## config.mk

```make
export PLATFORM = sky130hd
export DESIGN_NAME = seq_match_logger
export DESIGN_NICKNAME = d
export VERILOG_FILES = /design/src/rtl/seq_match_logger.sv
export SDC_FILE = /design/constraint.sdc
export NUM_CORES = 1
export LEC_CHECK = 0
export CELL_PAD_IN_SITES_DETAIL_PLACEMENT = 0
export CELL_PAD_IN_SITES_GLOBAL_PLACEMENT = 1
export CORE_ASPECT_RATIO = 1.5
export CORE_MARGIN = 1.5
export CORE_UTILIZATION = 42
export DETAILED_ROUTE_END_ITERATION = 8
export GPL_ROUTABILITY_DRIVEN = 0
export MAX_ROUTING_LAYER = met4
export PLACE_DENSITY_LB_ADDON = 0.3
export SLEW_MARGIN = 20
export SYNTH_ARGS = -nofsm -noshare
export SYNTH_HDL_FRONTEND = slang
export SYNTH_SLANG_ARGS = --single-unit
```

## constraint.sdc

```tcl
create_clock -name clk -period 2 [get_ports clk]
set_input_delay 0.6 -clock clk [delete_from_list [all_inputs] [get_ports clk]]
set_output_delay 0.6 -clock clk [all_outputs]
set_load 0.005 [all_outputs]
```

## src/rtl/seq_match_logger.sv

```systemverilog
// Hit logger for a sequence detector: counts match hits, timestamps each one with a
// free-running cycle counter, and queues the stamps in a first-word-fall-through FIFO.
module seq_match_logger #(
  parameter int TS_W  = 8,
  parameter int DEPTH = 4,
  parameter int CNT_W = 4
) (
  input  logic             clk,
  input  logic             reset,
  input  logic             en,
  input  logic             match,
  input  logic             rd_en,
  output logic [TS_W-1:0]  rd_data,
  output logic             empty,
  output logic             full,
  output logic [CNT_W-1:0] count,
  output logic             overflow
);

  localparam int AW = $clog2(DEPTH);

  logic [TS_W-1:0]  r_mem [DEPTH];
  logic [AW:0]      r_wr_ptr;
  logic [AW:0]      r_rd_ptr;
  logic [TS_W-1:0]  r_ts;
  logic [CNT_W-1:0] r_count;
  logic             r_overflow;

  logic w_hit;
  logic w_pop;
  logic w_push;

  // Extra MSB on each pointer distinguishes full from empty when the addresses coincide.
  assign empty = (r_wr_ptr == r_rd_ptr);
  assign full  = (r_wr_ptr[AW-1:0] == r_rd_ptr[AW-1:0]) && (r_wr_ptr[AW] != r_rd_ptr[AW]);

  assign w_hit  = en & match;
  assign w_pop  = rd_en & ~empty;
  // A pop frees the slot in the same cycle, so a hit on a full FIFO still lands when popping.
  assign w_push = w_hit & (~full | w_pop);

  assign rd_data  = r_mem[r_rd_ptr[AW-1:0]];
  assign count    = r_count;
  assign overflow = r_overflow;

  always_ff @(posedge clk) begin
    if (reset) begin
      r_wr_ptr   <= '0;
      r_rd_ptr   <= '0;
      r_ts       <= '0;
      r_count    <= '0;
      r_overflow <= 1'b0;
      for (int unsigned i = 0; i < DEPTH; i++) begin
        r_mem[i] <= '0;
      end
    end else begin
      if (en) begin
        r_ts <= r_ts + 1'b1;
      end
      if (w_hit && (r_count != '1)) begin
        r_count <= r_count + 1'b1;
      end
      if (w_hit && full && !w_pop) begin
        r_overflow <= 1'b1;
      end
      if (w_push) begin
        r_mem[r_wr_ptr[AW-1:0]] <= r_ts;
        r_wr_ptr                <= r_wr_ptr + 1'b1;
      end
      if (w_pop) begin
        r_rd_ptr <= r_rd_ptr + 1'b1;
      end
    end
  end

endmodule

```

# [Word level (Yosys, flattened, before mapping)]
# Memory sizes are Yosys's and may differ from the RTL's. A register that Yosys moved wholly into a read port is not among the register bits.
# Cells that the tools add are included.
[classes] n_eq_ne=4 reduce_logical=6 bitwise=6 addsub=4 mux=10
[ops] cell="8-bit by 1-bit adder with 8-bit output, second input constant" count=1
[ops] cell="8-bit two-way mux" count=1
[ops] cell="8-bit OR reduction" count=1
[ops] cell="3-bit by 1-bit adder with 3-bit output, second input constant" count=2
[ops] cell="1-bit two-way mux" count=6
[ops] cell="2-bit two-way mux" count=3
[ops] cell="4-bit by 1-bit adder with 4-bit output, second input constant" count=1
[ops] cell="1-bit logical AND" count=4
[ops] cell="4-bit != test, second input constant" count=1
[ops] cell="1-bit bitwise AND" count=3
[ops] cell="3-bit equality test" count=1
[ops] cell="2-bit equality test" count=1
[ops] cell="1-bit inverter" count=2
[ops] cell="1-bit logical NOT" count=1
[ops] cell="1-bit != test" count=1
[ops] cell="1-bit bitwise OR" count=1
[word_totals] mem_bits_rw=32 register_bits=19 word_cells=36 inputBits=5 n_memories=1 output_inout_bits=15
[mem_list] memory="r_mem" words=4 word_bits=8 read_ports=1 rd_clocked_by_memory_dff=1 write_ports=4 line="22" rtl="logic [TS_W-1:0] r_mem [DEPTH];"

# [Depth between registers and ports, before layout]
[logic_depth] ltp_word=10 depth_mapped=5

# [Least setup slack after synthesis]
# No wires, ideal clock.
[synth_timing] path_type="reg2reg" from="reg r_wr_ptr[0]" to="mem r_mem[1][0] (enable)" synth_period_minus_slack_ps=1911 path_stages_with_launch=6 t_arrival_ps=1568 slack_ps=89 cell_sequence="dfxtp_1 xor2_2 nor4_4 or3b_1 buf_6 o21bai_2"
[synth_rtl] element="from (decl)" line="23" rtl="logic [AW:0] r_wr_ptr;"
[synth_rtl] element="from (signal assigned)" line="68" rtl="r_wr_ptr <= r_wr_ptr + 1'b1;"
[synth_rtl] element="to (decl)" line="22"

==> impl.org <==
** Clock network
- Clock network latency to the later pin of the worst-skew pair :: 300 ps
- Number of buffers created by CTS :: 5
- The H-tree was split into 2 levels.
- Library cell used as clock root buffer :: sky130_fd_sc_hd__clkbuf_8
- Largest buffer count on any clock path :: 2
- Total clock sinks :: 53
- For this design, the CTS-stage hold fixing added 0 buffers.
- TritonCTS built the clock tree.
- CTS clk-pin slew, worst paths :: 90 ps

** Finish
- The repair_antennas step left the layout with diodes totalling 0.
- At the end of the flow, the number of nets in the layout was 241.
- Layout overhead on the synthesized area :: 22.94%
- The post-route netlist has 27.47% of its cells at a drive strength greater than 1.
- At the end of the flow the core is filled with cells to 53.15%.
- In the layout the commonest cells are sky130_fd_sc_hd__nor2_1, sky130_fd_sc_hd__edfxtp_1, sky130_fd_sc_hd__buf_4.
- Leaving out fill and tap cells, the most frequent cell in the layout is sky130_fd_sc_hd__nor2_1.
- Fill cells in the final layout number 503.

** Setup path
- Data arrival, critical path :: 1490 ps
- The critical path is of the flip-flop to output port type.
- Of all nets on the critical path, the largest fanout is 7.
- Critical Path Source Type :: flip-flop
- Data on the critical path is required at its endpoint by 1400 ps.
- STA classifies the critical path endpoint as an output port.

** Synthesis
- Sequential cell area fraction in the yosys report :: 58.63%
- In the synthesized netlist the async set-or-reset flop fraction comes to 0%.
- Ys Warns :: 0
- Yosys mapped a number of flops with a built-in enable equal to 32.
- For this run, the leading register cell type out of synthesis is sky130_fd_sc_hd__edfxtp_1.
- A synthesized cell averages 12.21 um^2.
- In this run, distinct cell masters in the synthesized netlist total 33.
- Count of state elements after synthesis :: 53
- Count of mapped cells out of synthesis :: 193
- The number of nets handed over by synthesis was 202.
- In this run the cell area of the synthesized design comes to 2356 um^2.

** Worst hold path
- The worst hold path belongs to the class flip-flop to flip-flop.

** Drt
- In the routed design, unresolved DRC markers number 0.
- Iteration-0 DRC Markers :: 53
- Total wire length :: 4386 um
- Via/cell ratio :: 5.155
- Summing over every cut layer, the via total after detailed routing is 1562.
- Remaining antenna violation count :: 0
- Average routed wire per standard cell :: 14.48 um
- The pre-antenna-repair detailed-routing pass consisted of 4 iterations.

** STA
- Worst hold slack :: 499.9 ps
- Clock period minus worst slack :: 2091 ps
- Worst path setup slack after routing :: -90.76 ps
- Maximum clock rate :: 478.3 MHz
- Measured against its own limit, the worst slew margin works out to 72.24%.
- Total count of max-transition violations in the final report :: 0
- Setup violations remaining at the end of the flow were counted as 6.
- The count of endpoints failing hold in the final timing report came to 0.
- Adding up every negative setup slack in the final design gives -347.8 ps.
- For the pin with the worst max-slew slack, the measured transition is 411.2 ps.
- Setup repair after global routing could not meet its margin everywhere.
- Post-route fraction of the period consumed by the critical path :: 104.5%
- Setup Skew :: 5.080 ps

** Status
- The run finished, with violations left.
- The final reports fail on setup timing.

** Floorplan
- Once the floorplan was initialized, standard cells occupied 43.23% of the core.
- Ports placed on the boundary :: 20
- The die covers 6077 um^2.
- Cell Rows :: 33
- Placeable core region :: 5450 um^2
- The die is 64.16 um wide.
- Die Height :: 94.73 um

** Global routing
- Total global-route track usage :: 16.39%
- The number of antenna violations at the first check in global routing was 0.
- Largest net degree at the start of global routing :: 21
- The first global-routing pass estimated 7424 um of wire.
- Vias in the first global route :: 1628
- After global routing the overflow that remains totals 0.

** Placed design
- Dpl hpwl :: 3323 um
- Count of buffers from port buffering :: 19
- Prior to clock tree synthesis, the placed netlist has a worst setup slack of -231.6 ps.

** Power and ir drop
- For this design the ratio of total power to cell area is 775.6 nW/um^2.
- The analysis attributes to cell leakage a power of 1.096 nW.
- Worst vdd rail ir drop :: 0.6183 mV
- Power Total :: 2.247 mW

** Job
- Max-cap violations in this run came to 0.
[area by class of cell]
| type | instances | area (um^2) | share of cell area, % |
|---|---|---|---|
| flip-flops and latches | 53 | 1388 | 47.90 |
| multi-input cells | 128 | 945.9 | 32.66 |
| repair buffers | 44 | 364.1 | 12.57 |
| well taps | 70 | 87.58 | 3.024 |
| clock buffers | 6 | 72.57 | 2.505 |
| clock inverters | 2 | 38.79 | 1.339 |
[what timing repair did]
action	CTS	global route
buffers inserted	3	0
gates cloned	0	0
endpoints found under the setup margin	10	10
gates resized for setup	35	7
pin swaps	1	0
[metal layers]
| metal | track usage [%] | routed length (um) | part of all wire (%) | vias up |
|---|---|---|---|---|
| li1 | - | - | - | 765 |
| met1 | 16.85 | 1696 | 39 | 757 |
| met2 | 30.64 | 2456 | 56 | 30 |
| met3 | 2.622 | 140 | 3.2 | 10 |
| met4 | 6.738 | 92 | 2.1 | 0 |
| met5 | - | 0 | 0 | - |
[worst max-delay path: stages, from the launching register on]
cell	delay, ps
sky130_fd_sc_hd__dfxtp_2	350
sky130_fd_sc_hd__buf_12	120
sky130_fd_sc_hd__buf_4	110
sky130_fd_sc_hd__mux4_2	470
sky130_fd_sc_hd__buf_2	140
[state kept, by name (all words and copies together), names as in the netlist, named ones only]
signal / cells
r_rd_ptr: 3
count: 4
r_ts: 8
overflow: 1
r_wr_ptr: 3
r_mem: 32
[per-stage QoR]
stage,cell area [um^2],std cells
2_1_floorplan,2356,193
3_3_place_gp,2753,292
3_5_place_dp,2753,292
4_1_cts,2861,303
5_1_grt,2897,303
6_report,2897,303
[power by group]
part / switching, mW / internal, mW
Sequential: 0.0334 / 1.20
Combinational: 0.128 / 0.167
Clock: 0.340 / 0.376
[logic make-up after synthesis]
family | Yosys count | synth area share (%)
AOI/OAI and AO/OA | 20 | 5.789
buffers and inverters | 12 | 3.027
DFF | 53 | 58.63
and+or+nand+nor | 80 | 16.04
adders and majority gates | 4 | 2.124
xor gates and xnor gates | 13 | 5.470
muxes | 11 | 8.922
[cells in the mapped netlist (2+ instances only)]
| cell type | instances | share of area, % |
|---|---|---|
| sky130_fd_sc_hd__nand2_1 | 12 | 1.9 |
| sky130_fd_sc_hd__dfxtp_1 | 21 | 18 |
| sky130_fd_sc_hd__a31oi_1 | 3 | 0.80 |
| sky130_fd_sc_hd__nand3_1 | 2 | 0.42 |
| sky130_fd_sc_hd__nor2_2 | 2 | 0.53 |
| sky130_fd_sc_hd__buf_6 | 3 | 1.4 |
| sky130_fd_sc_hd__buf_2 | 3 | 0.64 |
| sky130_fd_sc_hd__mux4_2 | 8 | 7.6 |
| sky130_fd_sc_hd__xnor2_1 | 4 | 1.5 |
| sky130_fd_sc_hd__or3_1 | 5 | 1.3 |
| sky130_fd_sc_hd__or3b_1 | 3 | 1.1 |
| sky130_fd_sc_hd__xor2_1 | 7 | 2.6 |
| sky130_fd_sc_hd__o21ai_0 | 4 | 0.85 |
| sky130_fd_sc_hd__nor2_1 | 45 | 7.2 |
| sky130_fd_sc_hd__o21bai_2 | 3 | 1.4 |
| sky130_fd_sc_hd__clkbuf_1 | 5 | 0.80 |
| sky130_fd_sc_hd__nand4_1 | 3 | 0.80 |
| sky130_fd_sc_hd__mux2i_1 | 3 | 1.3 |
| sky130_fd_sc_hd__nor3_1 | 4 | 0.85 |
| sky130_fd_sc_hd__xor2_2 | 2 | 1.4 |
| sky130_fd_sc_hd__a21oi_1 | 5 | 1.1 |
| sky130_fd_sc_hd__edfxtp_1 | 32 | 41 |
| sky130_fd_sc_hd__ha_1 | 4 | 2.1 |
[worst paths after layout]
kind	from	endpoint	slack (ps)	cells after the start
setup reg to reg	r_wr_ptr[1]$_SDFFE_PP0P_	r_mem[1][6]$_SDFFCE_PN0P_	220	5
hold / removal	r_ts[7]$_SDFFE_PP0P_	r_ts[7]$_SDFFE_PP0P_	500	2
setup / recovery	flip-flop	rd_data[1]	-90	4
hold reg to reg	r_ts[7]$_SDFFE_PP0P_	r_ts[7]$_SDFFE_PP0P_	500	2
Power figures use the tool's default switching activity.
